$ cat config.mk
export PLATFORM = sky130hd
export DESIGN_NAME = pll_reset_ctrl
export DESIGN_NICKNAME = d
export VERILOG_FILES = /design/src/rtl/pll_reset_pkg.sv /design/src/rtl/pll_reset_sync_bit.sv /design/src/rtl/pll_reset_ctrl.sv
export SDC_FILE = /design/constraint.sdc
export NUM_CORES = 1
export LEC_CHECK = 0
export CAP_MARGIN = 10
export CORE_UTILIZATION = 55
export DETAILED_ROUTE_END_ITERATION = 7
export GPL_TIMING_DRIVEN = 0
export PLACE_DENSITY = 0.79
export SLEW_MARGIN = 20
export SYNTH_ARGS = -nofsm -noshare
export SYNTH_HDL_FRONTEND = slang
export SYNTH_SLANG_ARGS = --single-unit
$ cat constraint.sdc
create_clock -name clk -period 2.37 [get_ports clk]
set_input_delay 0.474 -clock clk [delete_from_list [all_inputs] [get_ports clk]]
set_output_delay 0.474 -clock clk [all_outputs]
set_load 0.01 [all_outputs]
$ cat src/rtl/pll_reset_pkg.sv
// Shared definitions for the PLL reset controller.
//   pll_state_e  : controller state encoding, also driven out on state_o
//   timer_width(): width of the shared phase timer for a given set of
//                  cycle-count parameters
package pll_reset_pkg;

    typedef enum logic [2:0] {
        PWRDN     = 3'd0,
        PLL_RST   = 3'd1,
        WAIT_LOCK = 3'd2,
        STABLE    = 3'd3,
        RUN       = 3'd4,
        FAULT     = 3'd5
    } pll_state_e;

    // One bit of headroom over the largest terminal count.
    function automatic int timer_width(input int rst_pulse,
                                       input int lock_timeout,
                                       input int stable_cycles);
        int m;
        m = rst_pulse;
        if (lock_timeout > m) m = lock_timeout;
        if (stable_cycles > m) m = stable_cycles;
        return $clog2(m) + 1;
    endfunction

endpackage

$ cat src/rtl/pll_reset_sync_bit.sv
// Single-bit synchronizer: SYNC_STAGES flops in a chain, cleared to 0 by a
// synchronous active-high reset. Generic, also used for switch inputs.
//   clk : destination clock
//   rst : synchronous active-high reset
//   d   : asynchronous input
//   q   : synchronized output
module sync_bit #(
    parameter int SYNC_STAGES = 2
) (
    input  logic clk,
    input  logic rst,
    input  logic d,
    output logic q
);

    logic [SYNC_STAGES-1:0] chain;

    always_ff @(posedge clk) begin
        if (rst) begin
            chain <= '0;
        end else begin
            chain <= {chain[SYNC_STAGES-2:0], d};
        end
    end

    assign q = chain[SYNC_STAGES-1];

endmodule

$ cat src/rtl/pll_reset_ctrl.sv
// PLL reset / lock sequencer. Pulses the PLL reset, waits for lock with
// timeout and bounded retries, requires lock to stay up for a hold-off
// period, then releases the system reset for downstream logic.
//   clk           : free-running reference clock (not the PLL output)
//   rst           : synchronous active-high reset
//   pll_locked    : PLL LOCKED status, asynchronous to clk
//   pwrdn_req     : level request to power the PLL down
//   clr_fault     : single-cycle pulse, leaves FAULT
//   pll_rst       : to PLL RST
//   pll_pwrdwn    : to PLL PWRDWN
//   sys_rst       : active-high synchronous reset for user logic
//   sys_rst_n     : complement of sys_rst
//   ready         : high only in RUN
//   fault         : high only in FAULT
//   lock_loss_cnt : saturating count of lock losses while in RUN
//   state_o       : current state encoding
//
// state     | meaning
// ----------+-----------------------------------------------------------
// PWRDN     | PLL held powered down and in reset
// PLL_RST   | PLL reset pulse, RST_PULSE_CYCLES long
// WAIT_LOCK | reset released, waiting for lock (timeout -> retry/fault)
// STABLE    | locked, counting STABLE_CYCLES before releasing sys_rst
// RUN       | lock proven, sys_rst released
// FAULT     | retries exhausted, waits for clr_fault or rst
module pll_reset_ctrl
    import pll_reset_pkg::*;
#(
    parameter int RST_PULSE_CYCLES = 16,
    parameter int LOCK_TIMEOUT     = 4096,
    parameter int STABLE_CYCLES    = 1024,
    parameter int MAX_RETRY        = 3,
    parameter int CNT_W            = 8,
    parameter int SYNC_STAGES      = 2
) (
    input  logic             clk,
    input  logic             rst,
    input  logic             pll_locked,
    input  logic             pwrdn_req,
    input  logic             clr_fault,
    output logic             pll_rst,
    output logic             pll_pwrdwn,
    output logic             sys_rst,
    output logic             sys_rst_n,
    output logic             ready,
    output logic             fault,
    output logic [CNT_W-1:0] lock_loss_cnt,
    output logic [2:0]       state_o
);

    localparam int TMR_W = timer_width(RST_PULSE_CYCLES, LOCK_TIMEOUT, STABLE_CYCLES);
    localparam int RTY_W = $clog2(MAX_RETRY) + 1;

    localparam logic [TMR_W-1:0] RST_LAST    = TMR_W'(RST_PULSE_CYCLES - 1);
    localparam logic [TMR_W-1:0] LOCK_LAST   = TMR_W'(LOCK_TIMEOUT - 1);
    localparam logic [TMR_W-1:0] STABLE_LAST = TMR_W'(STABLE_CYCLES - 1);
    localparam logic [RTY_W-1:0] RETRY_LAST  = RTY_W'(MAX_RETRY - 1);
    localparam logic [CNT_W-1:0] CNT_MAX     = '1;

    pll_state_e       state, state_n;
    logic [TMR_W-1:0] timer, timer_n;
    logic [RTY_W-1:0] retry, retry_n;
    logic [CNT_W-1:0] loss_n;
    logic             locked_s;
    logic             pll_rst_d, pll_pwrdwn_d, sys_rst_d, ready_d, fault_d;

    sync_bit #(
        .SYNC_STAGES(SYNC_STAGES)
    ) u_lock_sync (
        .clk (clk),
        .rst (rst),
        .d   (pll_locked),
        .q   (locked_s)
    );

    always_comb begin
        state_n = state;
        retry_n = retry;
        loss_n  = lock_loss_cnt;

        if (pwrdn_req) begin
            state_n = PWRDN;
        end else begin
            case (state)
                PWRDN: begin
                    state_n = PLL_RST;
                    retry_n = '0;
                end
                PLL_RST: begin
                    if (timer == RST_LAST) state_n = WAIT_LOCK;
                end
                WAIT_LOCK: begin
                    // Lock wins over a timeout on the same cycle.
                    if (locked_s) begin
                        state_n = STABLE;
                    end else if (timer == LOCK_LAST) begin
                        if (retry == RETRY_LAST) begin
                            state_n = FAULT;
                        end else begin
                            state_n = PLL_RST;
                            retry_n = retry + RTY_W'(1);
                        end
                    end
                end
                STABLE: begin
                    // A dropout here is treated as a glitch, not a failed attempt.
                    if (!locked_s) begin
                        state_n = WAIT_LOCK;
                    end else if (timer == STABLE_LAST) begin
                        state_n = RUN;
                        retry_n = '0;
                    end
                end
                RUN: begin
                    if (!locked_s) begin
                        state_n = PLL_RST;
                        if (lock_loss_cnt != CNT_MAX) loss_n = lock_loss_cnt + CNT_W'(1);
                    end
                end
                FAULT: begin
                    if (clr_fault) begin
                        state_n = PLL_RST;
                        retry_n = '0;
                    end
                end
                default: begin
                    state_n = PLL_RST;
                    retry_n = '0;
                end
            endcase
        end
    end

    // Timer restarts on every state change and only runs in the timed phases.
    always_comb begin
        timer_n = timer;
        if (state_n != state) begin
            timer_n = '0;
        end else if (state == PLL_RST || state == WAIT_LOCK || state == STABLE) begin
            timer_n = timer + TMR_W'(1);
        end
    end

    // Outputs decoded from the next state so they move on the same edge as state.
    always_comb begin
        pll_rst_d    = 1'b0;
        pll_pwrdwn_d = 1'b0;
        sys_rst_d    = 1'b1;
        ready_d      = 1'b0;
        fault_d      = 1'b0;
        case (state_n)
            PWRDN: begin
                pll_pwrdwn_d = 1'b1;
                pll_rst_d    = 1'b1;
            end
            PLL_RST:   pll_rst_d = 1'b1;
            WAIT_LOCK: pll_rst_d = 1'b0;
            STABLE:    pll_rst_d = 1'b0;
            RUN: begin
                sys_rst_d = 1'b0;
                ready_d   = 1'b1;
            end
            FAULT: begin
                pll_rst_d = 1'b1;
                fault_d   = 1'b1;
            end
            default:   pll_rst_d = 1'b1;
        endcase
    end

    always_ff @(posedge clk) begin
        if (rst) begin
            state         <= PLL_RST;
            timer         <= '0;
            retry         <= '0;
            lock_loss_cnt <= '0;
            pll_rst       <= 1'b1;
            pll_pwrdwn    <= 1'b0;
            sys_rst       <= 1'b1;
            sys_rst_n     <= 1'b0;
            ready         <= 1'b0;
            fault         <= 1'b0;
        end else begin
            state         <= state_n;
            timer         <= timer_n;
            retry         <= retry_n;
            lock_loss_cnt <= loss_n;
            pll_rst       <= pll_rst_d;
            pll_pwrdwn    <= pll_pwrdwn_d;
            sys_rst       <= sys_rst_d;
            sys_rst_n     <= ~sys_rst_d;
            ready         <= ready_d;
            fault         <= fault_d;
        end
    end

    assign state_o = state;

endmodule
==> impl_metrics.py, run 1 <==
metrics = {
    "place": {
        "port-buffer-count": 21,
        "place_congestion": 0.905,
        "place_hpwl_microns": 2850,
        "placed_cells": 270,
    },
    "clock_tree": {
        "clk_pin_slew_ns": 0.09,
        "clockBufferDepth": 2,
        "cts_buffers": 5,
        "cts_tree": "built",
        "cts_htree_levels": 2,
        "cts_num_sinks": 34,
        "clk_latency_ns": 0.33,
        "cts_hold_buf": 0,
        "post_cts_resize_count": 0,
        "post_cts_buffers": 0,
        "cts_root_buf": "clkbuf_4",
    },
    "critical_path": {
        "crit_arrival_ns": 2.38,
        "r2r_cells": 8,
        "r2r_start": "timer[0]",
        "setup.worst_path.start": "timer[0]",
        "criticalPathCategory": "flip-flop to flip-flop",
        "r2r-end": "timer[5]",
        "required_ns": 2.59,
        "cp-endpoint": "timer[5]",
        "r2r_setup_slack_ns": 0.22,
        "cp-start-kind": "flip-flop",
        "path_max_fanout": 10,
        "cp-end-kind": "flip-flop",
    },
    "drt": {
        "drtPass1Iterations": 4,
        "drc": 0,
        "drt_iter0_markers": 117,
        "detail_route.wl_per_cell_microns": 13.5,
        "antenna_left": 0,
        "dr_wl_met2_microns": 1860,
        "drt-met1-wl_microns": 1630,
        "wl_microns": 3750,
        "top_layer_used": "met4",
        "vias": 1572,
        "viasPerCell": 5.68,
        "met3_length_microns": 208,
    },
    "synthesis": {
        "seq_area_frac_synth_pct": 38.3,
        "synth_area_leaders": "dfxtp_1 38%, nor2_1 6.1%, xor2_1 4.4%",
        "synth_ff_type": "dfxtp_1",
        "yosysTopAreaCellShare_pct": 38.3,
        "yosys.area.top_type": "dfxtp_1",
        "synthCells": 205,
        "ys_async_sr_fraction_pct": 0,
        "synth_cell_types": 48,
        "synthTopCellsByCount": "34 x dfxtp_1, 29 x nor2_1, 12 x nand2_1, 10 x o21ai_0",
        "yosysWarnings": 0,
        "netlist_area_sq_mm": 0.00178,
        "synthMostInstantiatedCell": "dfxtp_1",
        "synth_edf_count": 0,
        "synth_fp_nets": 214,
        "avgSynthCellArea_sq_um": 8.66,
        "ys_seq_elements": 34,
    },
    "pwr": {
        "peakVddDrop_uv": 331,
        "p_seq_share_pct": 62.1,
        "power_frac_comb_pct": 6.8,
        "p_int_w": 0.000718,
        "p_leak_nw": 0.763,
        "power_density_mw_per_mm2": 447,
        "clock_power_share_pct": 31.2,
        "swShare_pct": 23.2,
        "p_sw_w": 0.000217,
    },
    "grt": {
        "grt_pass1_wl_microns": 6750,
        "antenna_found_initial": 0,
        "grt_max_degree": 11,
        "grt_usage_pct": 25.7,
        "grt-ovfl-total": 0,
        "grt_pass1_vias": 1560,
    },
    "final_layout": {
        "layout-drive-gt1-share_pct": 11.6,
        "fillers": 261,
        "fin_util_pct": 68.5,
        "final_cell_count_no_fill": 277,
        "n_antenna_cell": 0,
        "synthToLayoutAreaGrowth_pct": 17.8,
        "nNetsFinal": 242,
    },
    "floorplanning": {
        "die_h_microns": 58.8,
        "dieArea_sq_mm": 0.00346,
        "pin_count": 22,
        "coreArea_sq_mm": 0.00305,
        "initial_core_util_pct": 58.2,
        "die_w_microns": 58.8,
        "std_cell_rows": 20,
    },
    "timing": {
        "max_freq_mhz": 465,
        "max_slew_margin_pct": 66.5,
        "worst_pin_slew_ns": 0.503,
        "finalSetupViolations": 0,
        "skew_ns": 0.00716,
        "rsz0062_at_grt": "false",
        "timing.final.crit_period_ns": 2.15,
        "hold_viol_final": 0,
        "slew_violations": 0,
        "holdWs_ns": 0.463,
        "period_share_pct": 90.8,
    },
    "min_path": {
        "min_path_type": "flip-flop to flip-flop",
    },
    "flow_run": {
        "maxCapViolCount": 0,
    },
    "run_status": {
        "outcome": "complete, no violations",
    },
}
sequential cells by signal, indices dropped and copies added, names as in the netlist:
name and count:
fault 1, lock_loss_cnt 8, pll_pwrdwn 1, pll_rst 1, retry 3, state_o 3, sys_rst 1, sys_rst_n 1
timer 13, u_lock_sync.chain 2
layer usage:
| metal | vias to the layer above | global-route usage [%] |
|---|---|---|
| li1 | 779 | - |
| met5 | - | 0 |
| met1 | 732 | 30.2 |
| met3 | 6 | 6.81 |
| met2 | 55 | 43.7 |
| met4 | 0 | 11.9 |
stage by stage:
stage          TNS (ns)  power, W  area, sq um  setup WS (ns)
2_1_floorplan         0  0.000634         1780          0.524
3_3_place_gp          0  0.000655         2040         0.0571
3_5_place_dp   -0.00333  0.000657         2040       -0.00333
4_1_cts               0  0.000944         2090          0.199
5_1_grt               0  0.000984         2090         0.0448
6_report              0  0.000934         2090          0.218
cell type report:
| cell class | instances | area (sq um) | area share [%] |
|---|---|---|---|
| repair buffers | 21 | 210 | 10.0 |
| flip-flops and latches | 34 | 681 | 32.5 |
| well taps | 44 | 55.1 | 2.63 |
| inverters | 7 | 26.3 | 1.26 |
| multi-input cells | 153 | 1000 | 47.9 |
| clock buffers | 7 | 45.0 | 2.15 |
| plain buffers | 11 | 72.6 | 3.47 |
power by group through the flow:
stage | Combinational, W | Sequential, W | Clock [W]
floorplan | 0.0000408 | 0.000593 | 0
global placement | 0.0000623 | 0.000593 | 0
detailed placement | 0.0000637 | 0.000593 | 0
CTS | 0.0000636 | 0.000580 | 0.000300
global route | 0.0000704 | 0.000581 | 0.000333
finish | 0.0000632 | 0.000580 | 0.000291
logic make-up (layout without fill, tap and decap cells):
logic type / Yosys count / in the layout / share of synthesized area [%]
muxes: 2 / 2 / 1.13
adders and majority gates: 4 / 4 / 2.82
AOI/OAI and AO/OA: 34 / 34 / 13.2
buffers and inverters: 18 / 46 / 5.57
xor gates and xnor gates: 17 / 17 / 8.39
DFF: 34 / 34 / 38.3
and+or+nand+nor: 96 / 96 / 30.5
placed cells by master, fill, tap and decap left out, types with 2 or more instances in the layout:
cell type and n:
a21oi_1 6, and3_1 4, buf_2 3, buf_6 3
clkbuf_1 5, clkbuf_4 5, clkdlybuf4s50_1 21, dfxtp_1 34
ha_1 4, inv_1 7, mux2i_1 2, nand2_1 12
nand2b_1 2, nand3_1 9, nand4_1 8, nand4_2 2
nor2_1 29, nor2_2 2, nor2b_1 6, nor3_1 4
nor3b_1 3, nor4_1 3, o211ai_1 3, o21ai_0 10
o21ai_1 2, o21ba_2 2, o221ai_1 2, o31a_1 2
or3_1 2, xnor2_1 8, xor2_1 9
how the worst min path moves through the flow:
stage,from,to,slack [ns],cells past startpoint
after global placement,u_lock_sync.chain[0],u_lock_sync.chain[1],0.43,1
after detailed placement,u_lock_sync.chain[0],u_lock_sync.chain[1],0.45,1
after global routing,u_lock_sync.chain[0],u_lock_sync.chain[1],0.49,1
after floorplan,u_lock_sync.chain[0],u_lock_sync.chain[1],0.41,1
final,u_lock_sync.chain[0],u_lock_sync.chain[1],0.46,1
after CTS,u_lock_sync.chain[0],u_lock_sync.chain[1],0.47,1
worst max-delay path, stage by stage (launching register included):
cell	delay, ns
dfxtp_1	0.38
ha_1	0.19
nand3_1	0.12
o41ai_1	0.52
a22oi_1	0.20
o31a_1	0.28
nand4_2	0.15
buf_6	0.16
nor2_1	0.05
No activity file was read; power rests on OpenSTA's default activity.
==> inputs of run 2 (changes only) <==
--- a/config.mk
+++ b/config.mk
@@ -9,8 +9,9 @@
 export CORE_UTILIZATION = 55
 export DETAILED_ROUTE_END_ITERATION = 7
 export GPL_TIMING_DRIVEN = 0
-export PLACE_DENSITY = 0.79
+export PLACE_DENSITY = 0.78
 export SLEW_MARGIN = 20
 export SYNTH_ARGS = -nofsm -noshare
 export SYNTH_HDL_FRONTEND = slang
+export SYNTH_HIERARCHICAL = 1
 export SYNTH_SLANG_ARGS = --single-unit
==> run 2 against run 1 <==
Clock skew is essentially flat. Register-to-register slack gained 0.04 ns. Critical endpoint is now timer[10]. Worst hold slack lost 0.0057 ns. Clock power is essentially flat. Core utilization shrank 1.4 points. Synthesized cell count grew 5.4%. Combinational power grew 5.1%. Critical path type unchanged. Area after synthesis grew 8.0%. Flip-flop and latch count is the same. Sequential share of layout area shrank 2.2 points. Via count grew 3.1%.
==> impl_metrics.py, run 2 <==
metrics = {
    "pwr": {
        "p_int_w": 0.000714,
        "power_frac_comb_pct": 7.1,
        "swShare_pct": 23.9,
        "power_density_mw_per_mm2": 419,
        "p_sw_w": 0.000224,
        "p_seq_share_pct": 62.0,
        "p_leak_nw": 0.791,
        "total_power_w": 0.000938,
        "clock_power_share_pct": 30.9,
        "peakVddDrop_uv": 447,
    },
    "synthesis": {
        "synthMostInstantiatedCell": "dfxtp_1",
        "synth_edf_count": 0,
        "synthCells": 216,
        "synthAdderAreaFrac_pct": 2.61,
        "avgSynthCellArea_sq_um": 8.87,
        "synth_ff_type": "dfxtp_1",
        "seq_area_frac_synth_pct": 35.5,
        "synth_top_family_by_area": "simple AND/OR/NAND/NOR gates",
        "synth_area_leaders": "dfxtp_1 36%, nor4_2 6.5%, xor2_1 4.1%",
        "yosys.area.top_type": "dfxtp_1",
        "synth_cell_types": 53,
        "synth-compound-area-share_pct": 13.1,
        "synth_xor_area_share_pct": 7.77,
        "synthTopCellsByCount": "34 x dfxtp_1, 18 x nor2_1, 13 x nand2_1, 11 x nand3_1, 10 x nor4_2",
        "yosysTopAreaCellShare_pct": 35.5,
        "netlist_area_sq_mm": 0.00192,
        "ys_seq_elements": 34,
        "ys_async_sr_fraction_pct": 0,
        "synthSimpleGateAreaFrac_pct": 34.9,
        "yosysWarnings": 6,
        "muxShareOfSynthArea_pct": 0.522,
        "synth_fp_nets": 225,
    },
    "clock_tree": {
        "clockBufferDepth": 2,
        "post_cts_buffers": 0,
        "cts_root_buf": "clkbuf_4",
        "cts_tree": "built",
        "clk_latency_ns": 0.33,
        "clk_pin_slew_ns": 0.10,
        "cts_buffers": 5,
        "cts_num_sinks": 34,
        "cts_htree_levels": 2,
    },
    "final_layout": {
        "regMostFlops": "timer",
        "fillers": 307,
        "largest_reg_flops": 13,
        "top_regs": "timer x13, lock_loss_cnt x8",
        "n_antenna_cell": 0,
        "final_common_cell": "dfxtp_1",
        "nNetsFinal": 253,
        "final_cell_mix": "34 x dfxtp_1, 21 x clkdlybuf4s50_1, 18 x nor2_1",
        "final_cell_count_no_fill": 290,
        "layout-drive-gt1-share_pct": 14.8,
        "synthToLayoutAreaGrowth_pct": 16.9,
    },
    "drt": {
        "vias": 1621,
        "detail_route.wl_per_cell_microns": 12.9,
        "viasPerCell": 5.59,
        "drc": 0,
        "drtPass1Iterations": 4,
        "drt_iter0_markers": 73,
        "wl_microns": 3750,
        "antenna_left": 0,
    },
    "critical_path": {
        "crit_arrival_ns": 2.33,
        "required_ns": 2.59,
        "cp_cell_sequence": "inv_1 > ha_1 > nor2b_1 > a41oi_1 > o21ai_0 > a21oi_1 > buf_2 > nor4_2",
        "cpPeakStageDelay_ns": 0.39,
        "critPathSlowestCell": "a21oi_1",
        "path_max_fanout": 10,
        "cp-start-kind": "flip-flop",
        "cp-end-kind": "flip-flop",
        "criticalPathCategory": "flip-flop to flip-flop",
    },
    "grt": {
        "grt-ovfl-total": 0,
        "antenna_found_initial": 0,
        "grt_pass1_wl_microns": 6000,
        "grt_max_degree": 11,
        "grt_usage_pct": 21.9,
        "grt_pass1_vias": 1341,
        "top_usage_layer": "met2",
        "use_met2_pct": 33.7,
        "met1_usage_pct": 30.2,
        "gr-usage-met3_pct": 5.67,
    },
    "timing": {
        "skew_ns": 0.00683,
        "rsz0062_at_grt": "false",
        "worst_pin_slew_ns": 0.751,
        "slew_violations": 0,
        "finalSetupViolations": 0,
        "timing.final.crit_period_ns": 2.11,
        "max_freq_mhz": 474,
        "period_share_pct": 89.0,
        "hold_viol_final": 0,
        "max_slew_margin_pct": 49.7,
    },
    "floorplanning": {
        "die_w_microns": 61.0,
        "die_h_microns": 61.0,
        "initial_core_util_pct": 57.4,
        "coreArea_sq_mm": 0.00334,
        "dieArea_sq_mm": 0.00373,
        "std_cell_rows": 21,
        "pin_count": 22,
    },
    "flow_run": {
        "maxCapViolCount": 0,
    },
    "place": {
        "port-buffer-count": 21,
        "placed_cells": 283,
        "place_congestion": 0.850,
        "place_hpwl_microns": 2760,
    },
    "run_status": {
        "outcome": "complete, no violations",
    },
    "min_path": {
        "min_path_type": "flip-flop to flip-flop",
    },
}
[run 2: layout make-up]
cell class,instances,area (sq um),area share [%]
sequential,34,681,30.4
tap,46,57.6,2.57
clock buffer,5,37.5,1.68
timing repair buffer,21,210,9.38
clock inverter,2,10.0,0.447
inverter,6,22.5,1.01
multi-input combinational,162,1130,50.6
buffer,14,87.6,3.91
[run 2: metal layers]
metal  wire length (microns)  part of all wire (%)
met5                       0                     0
met4                      44                   1.2
met3                     148                   4.0
met2                    1660                    44
met1                    1900                    51
[run 2: timing repair]
action | in CTS | in global routing
setup endpoints to repair | 0 | 10
gates resized for setup | 0 | 2
endpoints found under the hold margin | 0 | 0
hold buffers | 0 | 0
[run 2: logic make-up (layout without fill, tap and decap cells)]
logic type	Yosys count	after routing
flip-flops	34	34
multiplexers	1	1
XOR/XNOR	17	17
AO/OA/AOI/OAI	36	36
buffers and inverters	20	48
AND/OR/NAND/NOR	104	104
adder cells (fa/ha/maj)	4	4
[run 2: path summary, 6_finish.rpt]
check	from	endpoint	slack [ns]	cells past startpoint
worst max register to register	retry[0]	timer[10]	0.26	8
worst min register to register	u_lock_sync/chain[0]	u_lock_sync/chain[1]	0.46	1
worst min-delay path	u_lock_sync/chain[0]	u_lock_sync/chain[1]	0.46	1
worst max-delay path	retry[0]	timer[10]	0.26	8
[run 2: through the flow]
stage | TNS, ns | worst slack [ns] | hold slack [ns] | instance area (sq um) | utilization [%]
final | 0 | 0.261 | 0.457 | 2240 | 67.2
after detailed placement | -0.414 | -0.0717 | 0.431 | 2180 | 65.5
after global placement | -0.261 | -0.0345 | 0.426 | 2180 | 65.5
after CTS | 0 | 0.160 | 0.455 | 2230 | 66.9
after global routing | 0 | 0.0263 | 0.468 | 2240 | 67.2
after floorplan | 0 | 0.498 | 0.414 | 1920 | -
[run 2: power by group through the flow]
stage / clock network [W] / logic [W] / registers, W
2_1_floorplan: 0 / 0.0000450 / 0.000595
3_3_place_gp: 0 / 0.0000663 / 0.000595
5_1_grt: 0.000325 / 0.0000734 / 0.000583
3_5_place_dp: 0 / 0.0000665 / 0.000595
4_1_cts: 0.000297 / 0.0000669 / 0.000582
6_report: 0.000290 / 0.0000664 / 0.000582
[run 2: critical path, delay by kind of cell, from the launching register on]
family	cells	cell delay, ns
AOI/OAI and AO/OA	3	0.74
and+or+nand+nor	2	0.25
adders and majority gates	1	0.22
DFF	1	0.36
buffers and inverters	2	0.43
==> inputs of run 3 (changes only) <==
--- a/config.mk
+++ b/config.mk
@@ -5,7 +5,7 @@
 export SDC_FILE = /design/constraint.sdc
 export NUM_CORES = 1
 export LEC_CHECK = 0
-export CAP_MARGIN = 10
+export CAP_MARGIN = 20
 export CORE_UTILIZATION = 55
 export DETAILED_ROUTE_END_ITERATION = 7
 export GPL_TIMING_DRIVEN = 0
==> constraint.sdc (replaced) <==
create_clock -name clk -period 2.3 [get_ports clk]
set_input_delay 0.46 -clock clk [delete_from_list [all_inputs] [get_ports clk]]
set_output_delay 0.46 -clock clk [all_outputs]
set_load 0.01 [all_outputs]
==> run 3 against run 2 <==
Setup slack got worse by 0.070 ns. Clock power increased by 4%. Largest cell class unchanged. Global-route usage stayed put. Highest routed layer unchanged.
==> impl_metrics.py, run 3 (synthesized netlist as in run 2, its figures left out) <==
metrics = {
    "drt": {
        "drt_iter0_markers": 90,
        "drtPass1Iterations": 4,
        "detail_route.wl_per_cell_microns": 13.0,
        "dr_wl_met2_microns": 1670,
        "wl_microns": 3780,
        "met3_length_microns": 132,
        "drc": 0,
        "antenna_left": 0,
        "top_layer_used": "met4",
        "vias": 1647,
        "drt-met1-wl_microns": 1940,
        "viasPerCell": 5.68,
    },
    "final_layout": {
        "layout-drive-gt1-share_pct": 15.2,
        "final_common_cell": "dfxtp_1",
        "top_regs": "timer x13, lock_loss_cnt x8",
        "nNetsFinal": 253,
        "n_antenna_cell": 0,
        "regMostFlops": "timer",
        "stdcell_area_sq_mm": 0.00224,
        "final_cell_mix": "34 x dfxtp_1, 21 x clkdlybuf4s50_1, 18 x nor2_1",
        "largest_reg_flops": 13,
        "synthToLayoutAreaGrowth_pct": 17.1,
    },
    "run_status": {
        "outcome": "complete, no violations",
    },
    "timing": {
        "timing.final.crit_period_ns": 2.11,
        "period_share_pct": 91.7,
        "worst_pin_slew_ns": 0.755,
        "hold_viol_final": 0,
        "finalSetupViolations": 0,
        "max_slew_margin_pct": 49.4,
        "skew_ns": 0.00583,
        "max_freq_mhz": 474,
        "fin_tns_setup_ns": 0,
        "slew_violations": 0,
    },
    "clock_tree": {
        "cts_htree_levels": 2,
        "cts_tree": "built",
        "cts_hold_buf": 0,
        "cts_root_buf": "clkbuf_4",
        "clockBufferDepth": 2,
        "clk_pin_slew_ns": 0.10,
        "clk_latency_ns": 0.33,
        "cts_num_sinks": 34,
        "cts_buffers": 5,
    },
    "pwr": {
        "p_seq_share_pct": 61.8,
        "p_sw_w": 0.000234,
        "total_power_w": 0.000970,
        "p_leak_nw": 0.790,
        "p_int_w": 0.000736,
        "power_frac_comb_pct": 7.1,
        "peakVddDrop_uv": 460,
        "clock_power_share_pct": 31.1,
        "swShare_pct": 24.1,
        "power_density_mw_per_mm2": 432,
    },
    "place": {
        "place_congestion": 0.850,
        "post_dp_cell_area_sq_mm": 0.00218,
        "place_hpwl_microns": 2760,
        "port-buffer-count": 21,
    },
    "floorplanning": {
        "die_h_microns": 61.0,
        "die_w_microns": 61.0,
        "coreArea_sq_mm": 0.00334,
        "pin_count": 22,
        "std_cell_rows": 21,
        "dieArea_sq_mm": 0.00373,
        "initial_core_util_pct": 57.4,
    },
    "critical_path": {
        "criticalPathCategory": "flip-flop to flip-flop",
        "r2r-end": "timer[10]",
        "setup.worst_path.start": "timer[0]",
        "required_ns": 2.55,
        "r2r_cells": 8,
        "cp-end-kind": "flip-flop",
        "cp-start-kind": "flip-flop",
        "r2r_start": "timer[0]",
        "path_max_fanout": 10,
        "crit_arrival_ns": 2.36,
        "r2r_setup_slack_ns": 0.19,
    },
    "min_path": {
        "hold-path-endpoint": "u_lock_sync/chain[1]",
        "holdCritStartpoint": "u_lock_sync/chain[0]",
        "min_path_type": "flip-flop to flip-flop",
        "whs_path_depth": 1,
    },
    "flow_run": {
        "maxCapViolCount": 0,
    },
    "grt": {
        "grt_pass1_wl_microns": 6000,
        "grt_pass1_vias": 1341,
        "grt_usage_pct": 21.9,
        "antenna_found_initial": 0,
        "grt-ovfl-total": 0,
        "grt_max_degree": 11,
    },
}
==> run 3: power groups by stage <==
stage	registers, W	clock network, W	logic (W)
after floorplan	0.000613	0	0.0000464
after global placement	0.000613	0	0.0000683
after detailed placement	0.000613	0	0.0000686
after CTS	0.000599	0.000306	0.0000689
after global routing	0.000601	0.000335	0.0000759
final	0.000599	0.000301	0.0000687
==> run 3: area by class of cell <==
cell class | count | area (sq um)
clock buffer | 5 | 37.5
clock inverter | 2 | 10.0
fill | 306 | 1090
buffer | 14 | 87.6
multi-input combinational | 162 | 1140
inverter | 6 | 22.5
sequential | 34 | 681
tap | 46 | 57.6
timing repair buffer | 21 | 210
==> run 3: per-layer routing <==
| metal | vias to the layer above | GRT usage (%) |
|---|---|---|
| met5 | - | 0 |
| met4 | 0 | 6.82 |
| met3 | 6 | 5.67 |
| met2 | 30 | 33.7 |
| met1 | 768 | 30.2 |
| li1 | 843 | - |
==> run 3: critical path, cell delays in order, from the launching register on <==
cell       delay, ns
dfxtp_1         0.34
ha_1            0.22
and3_1          0.17
buf_2           0.15
and4_1          0.22
nor3_1          0.26
a2bb2oi_2       0.15
clkbuf_4        0.24
nor4_2          0.26
==> run 3: repair_timing <==
item / 4_1_cts / 5_1_grt
setup endpoints to repair: 0 / 10
resized for setup: 0 / 3
buffers inserted: 0 / 0
==> run 3: worst max path at each step <==
stage,to,cells past startpoint
2_1_floorplan,timer[10],7
3_3_place_gp,timer[8],7
3_5_place_dp,timer[10],7
4_1_cts,timer[10],8
5_1_grt,timer[12],8
6_report,timer[10],8
==> run 3: per-stage QoR <==
step / instances / hold WS, ns / worst slack [ns] / util, %
finish: 290 / 0.458 / 0.191 / 67.3
global route: 290 / 0.468 / -0.0294 / 67.3
CTS: 290 / 0.455 / 0.0895 / 66.9
detailed placement: 283 / 0.431 / -0.128 / 65.5
global placement: 283 / 0.426 / -0.0905 / 65.5
floorplan: 216 / 0.414 / 0.428 / -
